**src/rtl/sha3_digest_tx.sv**
```systemverilog
// Streams a captured SHA3 digest (224/256/384/512 bits) as WIDTH-bit words over valid/ready/last.
// Word k is the straight slice D_in[WIDTH*k +: WIDTH] of the state captured on D_valid.
module sha3_digest_tx #(
    parameter int WIDTH   = 16,
    parameter int STATE_W = 1600
) (
    input  logic               ACLK,
    input  logic               ARESET,
    input  logic [1:0]         ID,
    input  logic [STATE_W-1:0] D_in,
    input  logic               D_valid,
    output logic               D_ack,
    output logic [WIDTH-1:0]   TDATA,
    output logic               TVALID,
    output logic               TLAST,
    input  logic               TREADY,
    output logic               busy
);

    localparam logic [0:0] ST_IDLE = 1'b0;
    localparam logic [0:0] ST_SEND = 1'b1;

    logic [0:0]   state;
    logic [511:0] sreg;
    logic [5:0]   cnt;
    logic [5:0]   n_last;

    // Lanes above the widest digest are never transmitted.
    logic unused_state_hi;
    assign unused_state_hi = ^D_in[STATE_W-1:512];

    function automatic logic [5:0] last_word(input logic [1:0] id);
        int bits;
        case (id)
            2'd0:    bits = 224;
            2'd1:    bits = 256;
            2'd2:    bits = 384;
            default: bits = 512;
        endcase
        return 6'(bits / WIDTH - 1);
    endfunction

    // NOTE: state registers use non-blocking assignments so every flop samples pre-edge values.
    always_ff @(posedge ACLK) begin
        if (ARESET) begin
            state  <= ST_IDLE;
            // NOTE: the wide shift register is reset too, so TDATA reads 0 out of reset.
            sreg   <= '0;
            cnt    <= '0;
            n_last <= '0;
        end else if (state == ST_IDLE) begin
            if (D_valid) begin
                sreg   <= D_in[511:0];
                cnt    <= '0;
                n_last <= last_word(ID);
                state  <= ST_SEND;
            end
        end else if (TREADY) begin
            if (cnt == n_last) begin
                state <= ST_IDLE;
            end else begin
                sreg <= sreg >> WIDTH;
                cnt  <= cnt + 6'd1;
            end
        end
    end

    assign busy   = (state == ST_SEND);
    assign TVALID = busy;
    assign D_ack  = (state == ST_IDLE);
    assign TDATA  = sreg[WIDTH-1:0];
    assign TLAST  = busy && (cnt == n_last);

endmodule

```
**config.mk**
```make
export PLATFORM = sky130hd
export DESIGN_NAME = sha3_digest_tx
export DESIGN_NICKNAME = d
export VERILOG_FILES = /design/src/rtl/sha3_digest_tx.sv
export SDC_FILE = /design/constraint.sdc
export NUM_CORES = 1
export LEC_CHECK = 0
export CAP_MARGIN = 10
export CELL_PAD_IN_SITES_DETAIL_PLACEMENT = 0
export CELL_PAD_IN_SITES_GLOBAL_PLACEMENT = 1
export CORE_AREA = 2 2 625 627
export CTS_CLUSTER_DIAMETER = 80
export DETAILED_ROUTE_END_ITERATION = 10
export DIE_AREA = 0 0 627 629
export PLACE_DENSITY = 0.3
export SLEW_MARGIN = 15
export SYNTH_ARGS = -nofsm -noshare
export SYNTH_HDL_FRONTEND = slang
export SYNTH_SLANG_ARGS = --single-unit
```
**constraint.sdc**
```tcl
create_clock -name ACLK -period 5.6 [get_ports ACLK]
set_clock_uncertainty 0.05 [all_clocks]
set_input_delay 0.84 -clock ACLK [delete_from_list [all_inputs] [get_ports ACLK]]
set_output_delay 0.84 -clock ACLK [all_outputs]
set_load 0.02 [all_outputs]
```
==> results of run 1 <==
-- worst min-delay path: cells and delay by family, from the launching register on --
kind,cells,cell delay [ns]
DFF,1,0.30
and+or+nand+nor,1,0.05
muxes,1,0.05
-- stage by stage --
| stage | cell area (um^2) | std cells |
|---|---|---|
| after floorplan | 27100 | 2824 |
| after CTS | 40800 | 8530 |
| after global routing | 40800 | 8533 |
| final | 40800 | 8548 |
| after detailed placement | 37700 | 8363 |
| after global placement | 37700 | 8363 |
-- flip-flops by register name, summed over array words and instances, names as in the netlist --
signal and cells:
cnt 6, sreg 512, n_last 4, TVALID 1
-- kinds of logic (layout without fill, tap and decap cells) --
family,Yosys count,in the layout
flops,523,523
other cells,0,18
mux,996,996
buf+inv,247,756
compound gates,26,26
simple gates,1028,1028
xor+xnor,3,3
fa+ha+maj,1,1
-- synth_stat cells --
| library cell | count |
|---|---|
| nand4_1 | 1 |
| a2111o_1 | 1 |
| dfxtp_1 | 523 |
| ha_1 | 1 |
| a31o_2 | 1 |
| a31oi_1 | 1 |
| and2b_1 | 1 |
| buf_12 | 44 |
| buf_4 | 21 |
| a32o_1 | 17 |
| mux2i_1 | 497 |
| nor3_1 | 3 |
| buf_2 | 49 |
| nand2_1 | 1002 |
| buf_8 | 7 |
| mux2_2 | 499 |
| clkbuf_1 | 122 |
| xor2_1 | 3 |
| inv_2 | 1 |
| a311oi_1 | 1 |
| nand3_1 | 4 |
| and2_1 | 1 |
| o221a_2 | 1 |
| inv_1 | 2 |
| a21oi_1 | 4 |
| nor2_1 | 10 |
| and3_1 | 4 |
| buf_6 | 1 |
| or3_1 | 1 |
| nor4_4 | 1 |
-- report_power, final --
group,total [mW],switching (mW),internal (mW)
Combinational,2.17,1.02,1.15
Sequential,4.31,0.251,4.06
Clock,5.83,2.33,3.50
Total,12.3,3.60,8.71
-- cells in the final DEF, fill, tap and decap left out, drive strengths merged, types with 3 or more instances in the layout --
| cell | synthesis | layout |
|---|---|---|
| buf | 122 | 49 |
| clkbuf | 122 | 131 |
| mux2i | 497 | 497 |
| clkinv | 0 | 19 |
| inv | 3 | 13 |
| xor2 | 3 | 3 |
| nand2 | 1002 | 1002 |
| bufinv | 0 | 4 |
| dfxtp | 523 | 523 |
| clkdlybuf4s50 | 0 | 537 |
| nor3 | 3 | 3 |
| a21oi | 4 | 4 |
| mux2 | 499 | 499 |
| diode | 0 | 18 |
| and3 | 4 | 4 |
| a32o | 17 | 17 |
| clkinvlp | 0 | 3 |
| nor2 | 10 | 10 |
| nand3 | 4 | 4 |
-- per-layer routing --
layer  wire [um]  GRT usage [%]  part of all wire (%)
met1       60400           8.38                    45
met2       55500           9.84                    41
met3       14200           3.44                    11
met4        3260           1.58                   2.4
met5        1060              0                  0.79
-- final cells by class --
class,count,area share (%)
Antenna cell,18,0.110
Clock buffer,131,6.50
Clock inverter,36,0.941
Inverter,3,0.0460
Multi-Input combinational cell,2054,36.2
Sequential cell,523,25.7
Tap cell,5197,15.9
Timing Repair Buffer,586,14.6
-- worst min-delay path by stage --
stage	from	to	slack, ns	cells past startpoint
6_report	sreg[34]	sreg[34]	0.40	2
5_1_grt	sreg[322]	sreg[322]	0.42	2
4_1_cts	sreg[438]	sreg[438]	0.41	2
3_5_place_dp	sreg[464]	sreg[464]	0.40	2
3_3_place_gp	sreg[438]	sreg[438]	0.39	2
2_1_floorplan	sreg[100]	sreg[100]	0.38	2
==> impl_metrics.tcl, run 1 <==
set metrics [dict create \
    status "completed" \
    leakage_nw 15.3 \
    cts_setup_buffers 0 \
    reg2reg_from "TVALID" \
    worst_slew_pin_slew_ns 0.893 \
    cts_tree "built" \
    r2r_cells 6 \
    peakVddDrop_v 0.000237 \
    n_fill_cell 44600 \
    portBuffers 537 \
    die_area_um2 394000 \
    synth_top_area_share_pct 38.6 \
    ctsHoldBuffers 0 \
    hold_path.class "reg2reg" \
    die_h_um 629 \
    path_class "reg2out" \
    critPathBufInv 1 \
    clk_pin_slew_ns 0.05 \
    cts.path.max_buffers 4 \
    rows 229 \
    hold_violations 0 \
    min_period_ns 3.66 \
    dp_slack_ns 1.93 \
    critPathCapture "TLAST" \
    synth_area_leaders "dfxtp_1 39%, mux2_2 21%, mux2i_1 18%, nand2_1 14%, buf_12 3.2%" \
    seqCellArea_um2 10500 \
    ctsResizeCount 0 \
    cp_max_fo 6 \
    rsz0062_at_grt "false" \
    ant_nets 0 \
    cts_num_sinks 523 \
    synth-simple-area-share_pct 14.4 \
    grt_pass1_wl_um 183000 \
    crit_chain "xor2_1, nor4_4, nand2_1, nor2_1, clkdlybuf4s50_1" \
    syn2layout_area_growth_pct 50.5 \
    hold_slack_ns 0.403 \
    setup_tns_ns 0 \
    min_period_over_period_pct 65.3 \
    layout.nets 4869 \
    finalSetupViolCount 0 \
    drt-vias-per-instance 2.50 \
    wire_per_inst_um 15.7 \
    cp.arrival_ns 2.77 \
    fin_ws_ns 1.94 \
    cp_slowest_stage_delay_ns 0.71 \
    yosysWarningCount 0 \
    multiInputGateArea_um2 14800 \
    power_mw 12.3 \
    start_kind "flip-flop" \
    yosys.area_share.adder_pct 0.0461 \
    io_pins 1626 \
    antenna_found_initial 133 \
    netlist.top_cell.by_area "dfxtp_1" \
    syn_nets 4431 \
    core-area_um2 388000 \
    vias 21300 \
    rrSetupSlack_ns 2.59 \
    dr.pass1.iters 5 \
    dpl.hpwl_um 99400 \
    ys_ff_latch 523 \
    routed_wl_um 134000 \
    grt_pass1_vias 22300 \
    maxCapViolations 0 \
    muxShareOfSynthArea_pct 39.1 \
    worst_path_dominant_cell_family "simple AND/OR/NAND/NOR gates" \
    synth_compound_area_share_pct 0.872 \
    avgSynthCellArea_um2 9.60 \
    drc 0 \
    crit_required_ns 4.71 \
    p_per_area_nw_per_um2 302 \
    reg2reg_to "sreg[149]" \
    drt_iter0_drc 599 \
    crit_slowest_cell "clkdlybuf4s50_1" \
    start_util_pct 6.99 \
    htreeDepth 3 \
    drv_slew 0 \
    utilization_pct 10.5 \
    cp.depth 5 \
    syn_inst 2824 \
    grt_max_degree 174 \
    drive_above_1_share_pct 21.0 \
    grt_overflow 0 \
    place_congestion 0.697 \
    crit_start "cnt[3]" \
    synth_top_family_by_area "multiplexers" \
    synth.cell_area_um2 27100 \
    seq_area_frac_synth_pct 38.6 \
    grt.total_usage_pct 6.63 \
    clkLatencyLatePin_ns 0.85 \
    synth_xor_area_share_pct 0.0969 \
    ys_types 30 \
    cts_root_buffer "clkbuf_16" \
    max_freq_ghz 0.273 \
    max_slew_margin_pct 40.5 \
    fp.dieW_um 627 \
    cp-end-kind "output pin" \
    cts_buffers 94 \
]
(Power assumes the default switching activity.)
==> run 2, diff against run 1 <==
--- a/config.mk
+++ b/config.mk
@@ -8,10 +8,10 @@
 export CAP_MARGIN = 10
 export CELL_PAD_IN_SITES_DETAIL_PLACEMENT = 0
 export CELL_PAD_IN_SITES_GLOBAL_PLACEMENT = 1
-export CORE_AREA = 2 2 625 627
+export CORE_AREA = 2 2 629 631
 export CTS_CLUSTER_DIAMETER = 80
 export DETAILED_ROUTE_END_ITERATION = 10
-export DIE_AREA = 0 0 627 629
+export DIE_AREA = 0 0 631 633
 export PLACE_DENSITY = 0.3
 export SLEW_MARGIN = 15
 export SYNTH_ARGS = -nofsm -noshare
==> constraint.sdc (replaced) <==
create_clock -name ACLK -period 3.1 [get_ports ACLK]
set_clock_uncertainty 0.05 [all_clocks]
set_input_delay 0.465 -clock ACLK [delete_from_list [all_inputs] [get_ports ACLK]]
set_output_delay 0.465 -clock ACLK [all_outputs]
set_load 0.02 [all_outputs]
==> run 2 against run 1 <==
- first-iteration DRC count increased by 23%
- sequential cell count unchanged
- core utilization decreased by 0.050 points
- worst setup slack got worse by 1.7 ns
- combinational power increased by 89%
- sequential power increased by 79%
- critical path depth unchanged
- global-route usage decreased by 0.15 points
- critical path type unchanged
- critical endpoint unchanged
- largest cell class unchanged
==> impl_metrics.tcl, run 2 (same netlist as run 1, synthesis figures left out) <==
set metrics [dict create \
    crit_start "cnt[1]" \
    syn2layout_area_growth_pct 51.4 \
    fp.dieW_um 631 \
    reg2reg_to "sreg[308]" \
    finalSetupViolCount 0 \
    grt_overflow 0 \
    vias 21400 \
    htreeDepth 3 \
    path_class "reg2out" \
    drc 0 \
    drt-vias-per-instance 2.49 \
    leakage_nw 15.4 \
    clk_pin_slew_ns 0.05 \
    hold_violations 0 \
    cp-end-kind "output pin" \
    start_util_pct 6.92 \
    final_cell_count_no_fill 8580 \
    antenna_found_initial 119 \
    routed_wl_um 134000 \
    crit_chain "xor2_1, nor4_4, nand2_1, nor2_1, clkdlybuf4s15_2" \
    drv_slew 0 \
    maxCapViolations 0 \
    wire_per_inst_um 15.6 \
    ant_nets 0 \
    reg2reg_from "TVALID" \
    largest_register "sreg" \
    cp_slowest_stage_delay_ns 0.42 \
    crit_required_ns 2.58 \
    cts_tree "built" \
    dpl.hpwl_um 99700 \
    crit_slowest_cell "dfxtp_1" \
    cts_num_sinks 523 \
    portBuffers 537 \
    hold_path.class "in2reg" \
    worst_path_dominant_cell_family "simple AND/OR/NAND/NOR gates" \
    cp.depth 5 \
    worst_slew_pin_slew_ns 0.732 \
    rows 230 \
    wl_met1_um 62100 \
    layout.nets 4891 \
    n_fill_cell 45300 \
    die_area_um2 399000 \
    cp.arrival_ns 2.30 \
    highest_layer "met5" \
    grt_pass1_vias 22300 \
    cp_max_fo 4 \
    cts.path.max_buffers 4 \
    multiInputGateArea_um2 14800 \
    dr.pass1.iters 5 \
    peakVddDrop_v 0.000378 \
    clkLatencyLatePin_ns 0.80 \
    grt.total_usage_pct 6.48 \
    drt_iter0_drc 735 \
    min_period_over_period_pct 90.7 \
    largest_reg_flops 512 \
    mostFrequentLayoutCell "nand2_1" \
    grt_pass1_wl_um 182000 \
    grt_max_degree 102 \
    start_kind "flip-flop" \
    max_freq_ghz 0.355 \
    status "completed" \
    io_pins 1626 \
    die_h_um 633 \
    max_slew_margin_pct 51.1 \
    critPathBufInv 1 \
    critPathCapture "TLAST" \
    place_inst 8407 \
    core-area_um2 392000 \
    rsz0062_at_grt "false" \
    seqCellArea_um2 10500 \
    min_period_ns 2.81 \
    drive_above_1_share_pct 21.2 \
    cts_buffers 89 \
    place_congestion 0.705 \
    reg_top3 "sreg: 512 flops, cnt: 6 flops, n_last: 4 flops" \
    setup_tns_ns 0 \
    layout_common_cells "1002 x nand2_1, 536 x clkdlybuf4s50_1, 522 x dfxtp_1" \
    rrSetupSlack_ns 0.38 \
    cts_root_buffer "clkbuf_16" \
    wl_met2_um 54500 \
    dr_wl_met3_um 12800 \
    p_per_area_nw_per_um2 528 \
    r2r_cells 6 \
]
==> run 2: cell types whose count changed in the layout (fill, tap and decap cells not counted), moves of 2 or more <==
cell / delta
inv_6: -8
clkinv_4: -3
clkinv_2: -5
bufinv_16: -2
buf_12: +18
buf_4: +7
clkbuf_16: -4
clkbuf_8: +2
==> run 2: repair_timing <==
item                       CTS  global route
hold buffers                 0             0
pin swaps                    0             1
buffers inserted             2             3
gates resized for setup      4             0
cloned                       1             0
setup endpoints to repair    3             1
==> run 2: worst reg2reg max path, cell delays in order, from the launching register on <==
cell     delay, ns
dfxtp_4       0.36
buf_4         0.12
buf_4         0.30
buf_4         0.59
mux2_2        0.46
nand2_1       0.54
mux2i_1       0.17
==> run 2: metrics by stage <==
stage | power (mW) | area [um^2] | util [%] | hold slack [ns] | worst slack [ns]
4_1_cts | 22.5 | 41000 | 10.5 | 0.0985 | 0.0475
2_1_floorplan | 10.5 | 27100 | - | 0.385 | 1.22
5_1_grt | 23.0 | 41000 | 10.5 | 0.159 | 0.0135
3_3_place_gp | 12.1 | 38200 | 9.73 | 0.392 | 0.337
3_5_place_dp | 12.1 | 38200 | 9.73 | 0.399 | 0.320
6_report | 21.7 | 41100 | 10.5 | 0.208 | 0.287
==> run 2: worst min path at each step <==
stage               from  cells past startpoint   endpoint
6_report       D_in[496]                      2  sreg[496]
3_5_place_dp   sreg[459]                      2  sreg[459]
3_3_place_gp   sreg[459]                      2  sreg[459]
4_1_cts        D_in[496]                      2  sreg[496]
2_1_floorplan  sreg[100]                      2  sreg[100]
5_1_grt        D_in[496]                      2  sreg[496]
==> run 2: cell type report <==
type	instances	area share [%]
multi-input cells	2054	36.0
flip-flops and latches	523	25.5
well taps	5220	15.9
repair buffers	613	15.6
clock buffers	130	6.29
clock inverters	18	0.491
diodes	19	0.116
inverters	3	0.0457
==> run 2: routing by layer <==
metal  global-route usage [%]  vias up
met5                        0        -
met4                     1.82      134
met3                     3.12      300
met2                     9.33      587
met1                     8.46     9934
li1                         -    10400
==> run 2: report_power, final <==
part,switching [mW],total (mW),internal [mW],leakage (nW)
clock network,3.96,9.87,5.91,1.36
logic,1.93,4.11,2.18,9.75
registers,0.390,7.72,7.33,4.28
total,6.28,21.7,15.4,15.4
==> run 3, diff against run 2 <==
--- a/config.mk
+++ b/config.mk
@@ -13,6 +13,7 @@
 export DETAILED_ROUTE_END_ITERATION = 10
 export DIE_AREA = 0 0 631 633
 export PLACE_DENSITY = 0.3
+export RECOVER_POWER = 100
 export SLEW_MARGIN = 15
 export SYNTH_ARGS = -nofsm -noshare
 export SYNTH_HDL_FRONTEND = slang
==> run 3 against run 2 <==
- cell area down 0.31%
- sequential cell count stayed put
- sequential power hardly changed
- count of clock-buffer cells in the layout unchanged
- via count barely moved
- critical path type is now reg2reg
- largest cell class unchanged
==> impl_metrics.tcl, run 3 (same netlist as run 1, synthesis figures left out) <==
set metrics [dict create \
    htreeDepth 3 \
    io_pins 1626 \
    place_congestion 0.705 \
    max_freq_ghz 0.352 \
    cp-end-kind "flip-flop" \
    drt_iter0_drc 692 \
    grt_max_degree 102 \
    drc 0 \
    wire_per_inst_um 15.6 \
    die_area_um2 399000 \
    path_class "reg2reg" \
    hold_path.class "in2reg" \
    routed_wl_um 134000 \
    setup_tns_ns 0 \
    utilization_pct 10.4 \
    max_slew_margin_pct 51.1 \
    cts_root_buffer "clkbuf_16" \
    syn2layout_area_growth_pct 51.0 \
    clk_pin_slew_ns 0.05 \
    finalSetupViolCount 0 \
    drt-vias-per-instance 2.49 \
    cts_buffers 89 \
    start_util_pct 6.92 \
    cts.path.max_buffers 4 \
    min_period_ns 2.84 \
    mostFrequentLayoutCell "nand2_1" \
    vias 21400 \
    dr.pass1.iters 5 \
    hold_violations 0 \
    grt_overflow 0 \
    worst_slew_pin_slew_ns 0.732 \
    dpl.hpwl_um 99700 \
    layout.nets 4891 \
    drv_slew 0 \
    start_kind "flip-flop" \
    drive_above_1_share_pct 21.1 \
    peakVddDrop_v 0.000378 \
    min_period_over_period_pct 91.6 \
    portBuffers 537 \
    reg_top3 "sreg: 512 flops, cnt: 6 flops, n_last: 4 flops" \
    grt_pass1_vias 22300 \
    status "completed" \
    crit_required_ns 3.69 \
    rsz0062_at_grt "false" \
    die_h_um 633 \
    rows 230 \
    fp.dieW_um 631 \
    p_per_area_nw_per_um2 529 \
    maxCapViolations 0 \
    clkLatencyLatePin_ns 0.80 \
    largest_register "sreg" \
    antenna_found_initial 119 \
    grt.total_usage_pct 6.48 \
    ant_nets 0 \
    grt_pass1_wl_um 182000 \
    cp.arrival_ns 3.43 \
    cp_max_fo 39 \
    cts_tree "built" \
    leakage_nw 15.4 \
    layout_common_cells "1002 x nand2_1, 523 x dfxtp_1, 517 x clkdlybuf4s50_1" \
    core-area_um2 392000 \
    cts_num_sinks 523 \
    largest_reg_flops 512 \
]
run 3: what timing repair did:
action                                  4_1_cts  5_1_grt
hold buffers                                  0        0
buffers inserted                              2        3
pin swaps                                     0        1
endpoints found under the setup margin        3        1
cloned                                        1        0
gates resized for setup                       4        0
run 3: area by class of cell:
class | instances | area (um^2)
Inverter | 3 | 18.8
Antenna cell | 21 | 52.6
Multi-Input combinational cell | 2054 | 14800
Timing Repair Buffer | 613 | 6290
Clock buffer | 130 | 2580
Tap cell | 5220 | 6530
Fill cell | 45300 | 351000
Sequential cell | 523 | 10500
Clock inverter | 18 | 201
run 3: where the power goes:
part	switching, mW	total (mW)	internal, mW	leakage, nW
clock network	3.96	9.87	5.91	1.36
logic	1.92	4.05	2.13	9.74
registers	0.389	7.72	7.33	4.28
total	6.26	21.6	15.4	15.4
run 3: path summary, 6_finish.rpt:
| path | slack (ns) | depth (start not counted) | to | from |
|---|---|---|---|---|
| setup / recovery | 0.26 | 6 | sreg[308] | TVALID |
| hold / removal | 0.21 | 2 | sreg[496] | D_in[496] |
| hold reg to reg | 0.40 | 2 | sreg[362] | sreg[362] |
| setup reg to reg | 0.26 | 6 | sreg[308] | TVALID |
run 3: per-stage QoR:
step	power (mW)	instance area [um^2]	setup slack, ns	hold slack [ns]	cells
6_report	21.6	40900	0.260	0.206	8582
5_1_grt	22.9	40900	0.0135	0.159	8567
4_1_cts	22.5	41000	0.0475	0.0985	8558
3_5_place_dp	12.1	38200	0.320	0.399	8407
3_3_place_gp	12.1	38200	0.337	0.392	8407
2_1_floorplan	10.5	27100	1.22	0.385	2824
run 3: worst max-delay path, cell delays in order (launching register included):
cell	delay, ns
dfxtp_1	0.40
clkbuf_1	0.16
buf_4	0.33
buf_4	0.56
mux2_2	0.42
nand2_1	0.54
mux2i_1	0.14
run 3: layer usage:
metal	vias up	global-route usage [%]	part of all wire, %
li1	10400	-	-
met1	9947	8.46	47
met2	594	9.33	41
met3	299	3.12	9.5
met4	132	1.82	2.6
met5	-	0	0.63
